## src/rtl/level_sequencer.sv

```systemverilog
// level_sequencer: Gold Miner level FSM loading per-level target/time and judging win or loss.
// Define LEVEL_SKIP_EN to add i_skipLevel, which wins the current level like reaching the target.
module level_sequencer #(
    parameter int NUM_LEVELS  = 4,
    parameter int SCORE_W     = 12,
    parameter int TIME_W      = 8,
    parameter int BASE_TARGET = 100,
    parameter int TARGET_STEP = 50,
    parameter int BASE_TIME   = 60,
    parameter int TIME_STEP   = 5,
    parameter int MIN_TIME    = 20,
    parameter int END_HOLD    = 3,
    localparam int LVL_W      = $clog2(NUM_LEVELS)
) (
    input  logic               clk,
    input  logic               resetN,
    input  logic               i_enable,
    input  logic               i_startGame,
    input  logic               i_oneSecTick,
    input  logic [SCORE_W-1:0] i_score,
`ifdef LEVEL_SKIP_EN
    input  logic               i_skipLevel,
`endif
    output logic [LVL_W-1:0]   o_levelIdx,
    output logic [SCORE_W-1:0] o_targetScore,
    output logic [TIME_W-1:0]  o_timeLeft,
    output logic               o_drLevel,
    output logic               o_stageEnded,
    output logic               o_lastLevelEnded,
    output logic               o_gameOver
);
    localparam int SWW = SCORE_W + LVL_W + 1;
    localparam int TWW = TIME_W + LVL_W + 1;
    localparam int HW  = $clog2(END_HOLD + 1);

    typedef enum logic [2:0] {S_IDLE, S_LOAD, S_PLAY, S_WON, S_LOST, S_DONE} state_t;

    state_t             r_state;
    logic [LVL_W-1:0]   r_level;
    logic [SCORE_W-1:0] r_target;
    logic [TIME_W-1:0]  r_time;
    logic [HW-1:0]      r_hold;
    logic               r_dr, r_stage_ended, r_last, r_over;

    logic [SWW-1:0]     w_target_raw;
    logic [TWW-1:0]     w_dec, w_time_raw;
    logic [SCORE_W-1:0] w_target;
    logic [TIME_W-1:0]  w_time;
    logic               w_skip, w_win;

`ifdef LEVEL_SKIP_EN
    assign w_skip = i_skipLevel;
`else
    assign w_skip = 1'b0;
`endif

    // Wide intermediates so large level indices saturate instead of wrapping.
    assign w_target_raw = SWW'(r_level) * SWW'(TARGET_STEP) + SWW'(BASE_TARGET);
    assign w_target     = (w_target_raw[SWW-1:SCORE_W] != '0) ? '1 : w_target_raw[SCORE_W-1:0];
    assign w_dec        = TWW'(r_level) * TWW'(TIME_STEP);
    assign w_time_raw   = (w_dec + TWW'(MIN_TIME) >= TWW'(BASE_TIME)) ? TWW'(MIN_TIME)
                                                                       : TWW'(BASE_TIME) - w_dec;
    assign w_time       = (w_time_raw[TWW-1:TIME_W] != '0) ? '1 : w_time_raw[TIME_W-1:0];
    assign w_win        = (i_score >= r_target) || w_skip;

    always_ff @(posedge clk or negedge resetN) begin
        if (!resetN) begin
            r_state       <= S_IDLE;
            r_level       <= '0;
            r_target      <= '0;
            r_time        <= '0;
            r_hold        <= '0;
            r_dr          <= 1'b0;
            r_stage_ended <= 1'b0;
            r_last        <= 1'b0;
            r_over        <= 1'b0;
        end else if (i_enable) begin
            r_stage_ended <= 1'b0;
            if (i_startGame) begin
                r_state <= S_LOAD;
                r_level <= '0;
                r_dr    <= 1'b0;
                r_last  <= 1'b0;
                r_over  <= 1'b0;
            end else begin
                case (r_state)
                    S_LOAD: begin
                        r_state  <= S_PLAY;
                        r_target <= w_target;
                        r_time   <= w_time;
                        r_dr     <= 1'b1;
                    end
                    S_PLAY: begin
                        if (w_win) begin
                            r_state       <= S_WON;
                            r_stage_ended <= 1'b1;
                            r_hold        <= '0;
                            r_dr          <= 1'b0;
                        end else if (i_oneSecTick) begin
                            if (r_time == '0) begin
                                r_state <= S_LOST;
                                r_over  <= 1'b1;
                                r_dr    <= 1'b0;
                            end else begin
                                r_time <= r_time - 1'b1;
                            end
                        end
                    end
                    S_WON: begin
                        // The tick that brings the hold count to END_HOLD leaves the end screen.
                        if (i_oneSecTick) begin
                            if (r_hold == HW'(END_HOLD - 1)) begin
                                if (r_level == LVL_W'(NUM_LEVELS - 1)) begin
                                    r_state <= S_DONE;
                                    r_last  <= 1'b1;
                                end else begin
                                    r_level <= r_level + 1'b1;
                                    r_state <= S_LOAD;
                                end
                            end else begin
                                r_hold <= r_hold + 1'b1;
                            end
                        end
                    end
                    default: ;
                endcase
            end
        end
    end

    assign o_levelIdx       = r_level;
    assign o_targetScore    = r_target;
    assign o_timeLeft       = r_time;
    assign o_drLevel        = r_dr;
    assign o_stageEnded     = r_stage_ended;
    assign o_lastLevelEnded = r_last;
    assign o_gameOver       = r_over;
endmodule
```

## config.mk

```make
export PLATFORM = sky130hd
export DESIGN_NAME = level_sequencer
export DESIGN_NICKNAME = d
export VERILOG_FILES = /design/src/rtl/level_sequencer.sv
export SDC_FILE = /design/constraint.sdc
export NUM_CORES = 1
export LEC_CHECK = 0
export ABC_AREA = 0
export ABC_CLOCK_PERIOD_IN_PS = 4600
export CELL_PAD_IN_SITES_DETAIL_PLACEMENT = 1
export CELL_PAD_IN_SITES_GLOBAL_PLACEMENT = 1
export CORE_MARGIN = 5
export CORE_UTILIZATION = 40
export DETAILED_ROUTE_END_ITERATION = 12
export PLACE_DENSITY_LB_ADDON = 0.2
export SYNTH_ARGS = -nofsm -noshare
export SYNTH_HDL_FRONTEND = slang
export SYNTH_SLANG_ARGS = --single-unit
export TNS_END_PERCENT = 30
```

## constraint.sdc

```tcl
create_clock -name clk -period 4.6 [get_ports clk]
set_input_delay 0.69 -clock clk [delete_from_list [all_inputs] [get_ports clk]]
set_output_delay 0.69 -clock clk [all_outputs]
set_load 0.02 [all_outputs]
```

Word-level counts from Yosys, hierarchy flattened:

Cells that the tools add are included.

* magnitude comparators: 2
* mux-type cells: 42
* reductions and logical operators: 21
* multipliers: 2
* add/subtract/negate cells: 6
* eq/ne operators: 17
* bitwise logic cells: 1

Operators with widths (number)
* 8-bit 2-to-1 mux: 4
* 3-bit 2-to-1 mux: 7
* 6-bit AND reduction: 3
* 1-bit 2-to-1 mux: 17
* 2-bit 2-to-1 mux: 8
* 2-bit != test, second input constant: 8
* 8-bit one-hot mux with 2 select lines: 1
* 2-bit nonzero test: 8
* 5-bit AND reduction: 3
* 12-bit >= comparator: 1
* 12-bit 2-to-1 mux: 1
* 11-bit 2-to-1 mux: 1
* 8-bit by 7-bit adder with 9-bit output, second input constant: 1
* 3-bit one-hot mux with 3 select lines: 1
* 8-bit zero test: 1
* 4-bit != test, second input constant: 2
* 8-bit by 1-bit subtractor with 8-bit output, second input constant: 1
* 2-bit by 5-bit multiplier with 7-bit output, second input constant: 1
* 6-bit by 5-bit subtractor with 7-bit output, first input constant: 1
* 5-bit by 5-bit adder with 6-bit output, second input constant: 1
* 3-bit by 2-bit equality test with 1-bit output, second input constant: 2
* 6-bit >= comparator, second input constant: 1
* 3-bit != test, second input constant: 2
* 3-bit nonzero test: 2
* 11 further kinds: 13

* output and inout port bits: 26
* register bits: 31
* bits of input ports: 17

Longest topological paths before layout:

* depth in word-level cells: 7
* depth in mapped cells: 9
* gate-level depth less buffers: 8

Worst setup path after synthesis:

OpenSTA, ideal clock, no wires.

* path kind: in2reg
* start: input i_score[7]
* end: register r_hold[0]
* buffers on the path: 1
* setup slack: 2.201 ns
* setup time: 0.125 ns
* cell stages on the path: 8
* data required time: 4.475 ns
* arrival time: 2.275 ns
* path through: ha_1 -> and4b_1 -> nand4_1 -> o2bb2ai_1 -> and2_0 -> clkbuf_1 -> a21oi_1 -> mux2_2

* longest elaborated chain between the ends: 3

Ends and longest elaborated chain
* start, declared: RTL line 20 `input logic [SCORE_W-1:0] i_score,`
* 12-bit >= comparator: RTL line 64 `assign w_win = (i_score >= r_target) || w_skip;`
* 2-bit != test (no source line)
* 6-bit AND reduction (no source line)
* end signal, assigned: RTL line 121 `r_hold <= r_hold + 1'b1;`
* end, declared: RTL line 42 `logic [HW-1:0] r_hold;`

Every way passes these cells.
A chain may end at the register's enable or synchronous reset.

Final worst setup path:

* start: input i_score[8]
* end: register r_state[2]

* longest elaborated chain between the ends: 4
* elaborated cells on any way between the ends: 7
* those cells by class: order compare: 1; eq/ne: 2; mux: 3; reduce/logical: 1

Ends and longest elaborated chain
* 12-bit >= comparator *: RTL line 64
* 3-bit 2-to-1 mux: RTL line 94 `if (w_win) begin`
* 3-bit one-hot mux with 3 select lines: RTL line 86 `case (r_state)`
* 3-bit 2-to-1 mux: RTL line 79 `if (i_startGame) begin`
* end signal, assigned: RTL line 80 `r_state <= S_LOAD;`
* end signal, assigned: RTL line 88 `r_state <= S_PLAY;`
* end signal, assigned: RTL line 95 `r_state <= S_WON;`
* end, declared: RTL line 38 `state_t r_state;`

Mark *: on every way between the ends. The rest lies on a longest branch, timed or not.

==> impl_metrics.csv <==
group,metric,value,unit
run_status,run_status,"finished, final reports clean",
yosys,postSynthCellCount,203,
setup_path,worst_path_largest_cell_delay,0.44,ns
sta,setup-violations-final,0,
pwr,p_per_area,418,nW/um2
sta,tightestPinTransition,0.811,ns
yosys,yosysUniqueCellTypes,50,
sta,slew_viol_final,0,
detailed_routing,totalWireLength,4650,um
setup_path,arrival,3.01,ns
detailed_routing,vias_per_cell,5.49,
floorplanning,die_x,77.2,um
clock_network,worst_skew_pair.late_latency,0.27,ns
yosys,synth_adder_area_share,11.1,%
sta,fin_worst_skew,0.00468,ns
detailed_routing,num_vias,1571,
detailed_routing,route.detailed.wl_per_inst,16.3,um
yosys,number_of_flops_mapped_to_enable_cells_by_yosys,0,
sta,setup_repair_after_global_routing_missed_its_margin,"no",
clock_network,postCtsSetupRepairBufs,0,
detailed_routing,drc,0,
pwr,part_of_the_power_in_the_clock_network,16.3,%
sta,fin_worst_hold_slack,0.503,ns
sta,min_period_over_period,61.7,%
yosys,synthesis.area,1810,um2
setup_path,critPathLaunchType,"input port",
sta,post-route-min-period,2.84,ns
finish,num_antenna_cells,0,
clock_network,post_cts_resized,0,
pwr,seq_pwr_share,38.1,%
setup_path,critical_path.max_fanout,7,
yosys,combinational_family_with_the_most_area_after_synthesis,"compound AO/OA/AOI/OAI gates",
detailed_routing,drt-pass1-iter-count,4,
global_route,antenna_found_initial,0,
sta,timing.final.ws_setup,1.76,ns
pwr,power.combinational.fraction,45.6,%
pwr,net-switching-power,0.377,mW
global_route,grt_start_max_net_pins,27,
floorplanning,dieArea,5960,um2
yosys,synth-compound-area-share,21.5,%
yosys,syn_area_per_cell,8.91,um2
setup_path,crit_family,"compound AO/OA/AOI/OAI gates",
sta,hold_viol,0,
floorplanning,die_h,77.2,um
hold_path,timing.hold.worst.class,"flip-flop to flip-flop",
clock_network,total_clock_buffers_created_by_cts,3,
global_route,first_global_vias,1683,
placed_design,dp_hpwl,3620,um
floorplanning,top_level_ports,43,
setup_path,critical_path.endpoint_type,"flip-flop",
global_route,grt_util_all_layers,16.5,%
yosys,synth.ff_latch_count,26,
placed_design,dpl_cell_area,2170,um2
sta,maxSlewHeadroom,45.7,%
clock_network,cts.sinks,26,
clock_network,h-tree-depth,1,
floorplanning,starting_density,41.2,%
placed_design,finalWeightedCongestion,0.802,
yosys,share_of_synthesized_cell_area_in_and_or_nand_and_nor_gates,19.9,%
global_route,global_route_wire_length_before_repair,8270,um
clock_network,ctsHoldBuffers,0,
yosys,seq_area_frac_synth,36.0,%
pwr,ir_drop,0.170,mV
clock_network,root_buffer,"clkbuf_8",
setup_path,worst_path_max_delay_cell,"and2_0",
setup_path,worst-path-buf-inv,1,
finish,final_util,50.9,%
pwr,power.static_leakage,0.951,nW
finish,drive_above_1_share,9.40,%
clock_network,clock_tree_from_tritoncts,"yes",
pwr,netSwitchingFraction,40.4,%
finish,finish.net_count,268,
detailed_routing,ant_nets,0,
global_route,globalRouteOverflowTotal,0,
yosys,xor_xnor_portion_of_the_synthesized_cell_area,0,%
sta,tns,0,ns
clock_network,clock_transition_at_the_registers_of_the_reported_paths,0.09,ns
sta,fmax,0.352,GHz
setup_path,crit_chain,"clkdlybuf4s50_1, ha_1, nor4_1, nand2_1, o2bb2ai_1, and2_0, o211ai_1, a32o_1",
detailed_routing,detail_route.iter0.violations,39,
clock_network,ctsLongestPathBuffers,2,
floorplanning,row_count,24,
job,cap_viol_max_count,0,
placed_design,dp_slack,1.47,ns
yosys,synth_async_sr_flop_share,100,%
finish,layout-area-overhead-vs-synth,23.3,%
setup_path,worstPathRequired,4.77,ns
placed_design,port_buffers,38,
finish,finish.instance_area,2230,um2
yosys,synth.area.mux_share,1.87,%
setup_path,crit_type,"input port to flip-flop",
finish,fillers,511,
floorplanning,core_region_area,4380,um2
pwr,internal,0.556,mW
yosys,synth.yosys.warnings,0,
yosys,synth-main-ff-cell,"dfrtp_1",
## worst reg2reg max path: stages, from the launching register on
cell and delay, ns:
dfrtp_1 0.39, inv_1 0.06, ha_1 0.17, nor4_1 0.28, nand2_1 0.10, o2bb2ai_1 0.40
and2_0 0.44, o211ai_1 0.19, a32o_1 0.31
## power groups by stage
stage	logic [mW]	clock network, mW	registers, mW
finish	0.426	0.152	0.355
CTS	0.431	0.159	0.355
detailed placement	0.429	0	0.361
floorplan	0.219	0	0.392
global placement	0.414	0	0.357
global route	0.474	0.168	0.368
## cells in the final DEF, fill, tap and decap left out, types with 5 or more instances in the layout
cell / instances
or4_1: 5
o21ai_0: 16
ha_1: 16
a21oi_1: 10
dfrtp_1: 26
clkdlybuf4s50_1: 38
nor2_1: 8
inv_1: 20
nand2_1: 24
## metal layers
layer  wire length, um  global-route usage (%)  vias up  share of wire (%)
li1                  -                       -      772                  -
met1              2160                    22.1      764                 46
met2              2260                    27.9       33                 48
met3               211                    3.16        2                4.5
met4                23                    3.09        0               0.49
met5                 0                       0        -                  0
## metrics by stage
step	power [mW]	instances
5_1_grt	1.01	286
3_5_place_dp	0.790	282
4_1_cts	0.945	286
2_1_floorplan	0.611	206
3_3_place_gp	0.771	282
6_report	0.933	286
## flip-flops by register name (all words and copies together) (netlist names)
name / flops
o_timeLeft: 8
o_targetScore: 7
r_state: 3
o_levelIdx: 2
r_hold: 2
o_drLevel: 1
o_gameOver: 1
o_lastLevelEnded: 1
o_stageEnded: 1
## cell type report
cell class | count | area, um2 | share of cell area [%]
Inverter | 20 | 75.1 | 3.37
Multi-Input combinational cell | 145 | 996 | 44.7
Timing Repair Buffer | 39 | 388 | 17.4
Tap cell | 52 | 65.1 | 2.92
Clock buffer | 4 | 55.1 | 2.47
Sequential cell | 26 | 651 | 29.2
## path summary, 6_finish.rpt
kind                                       start                to  slack, ns  cells past startpoint
worst max-delay path                  i_score[8]        r_state[2]       1.76                      8
worst min-delay path                o_stageEnded      o_stageEnded       0.50                      2
worst max register to register  o_targetScore[8]        r_state[2]       2.16                      8
worst min register to register      o_stageEnded      o_stageEnded       0.50                      2
max in group asynchronous                 resetN  o_targetScore[8]       3.56                      2
min in group asynchronous                 resetN  o_lastLevelEnded       0.78                      2
## cell families (layout without fill, tap and decap cells)
logic type | Yosys count | in the layout
buffers and inverters | 35 | 63
DFF | 26 | 26
adders and majority gates | 16 | 16
muxes | 3 | 3
and+or+nand+nor | 65 | 65
other | 1 | 4
AOI/OAI and AO/OA | 57 | 57
## cells in the mapped netlist (3+ instances only)
| cell | count | area (um2) |
|---|---|---|
| a21oi_1 | 10 | 50.1 |
| a31oi_1 | 3 | 18.8 |
| buf_4 | 7 | 52.6 |
| clkbuf_1 | 6 | 22.5 |
| dfrtp_1 | 26 | 651 |
| ha_1 | 16 | 200 |
| inv_1 | 20 | 75.1 |
| mux2_2 | 3 | 33.8 |
| nand2_1 | 24 | 90.1 |
| nand2b_1 | 3 | 18.8 |
| nand3_1 | 4 | 20.0 |
| nor2_1 | 8 | 30.0 |
| nor3_1 | 3 | 15.0 |
| o211ai_1 | 4 | 30.0 |
| o21ai_0 | 16 | 80.1 |
| o31ai_1 | 4 | 30.0 |
| or4_1 | 5 | 37.5 |
Note: power is estimated with default switching activity, not from simulation.
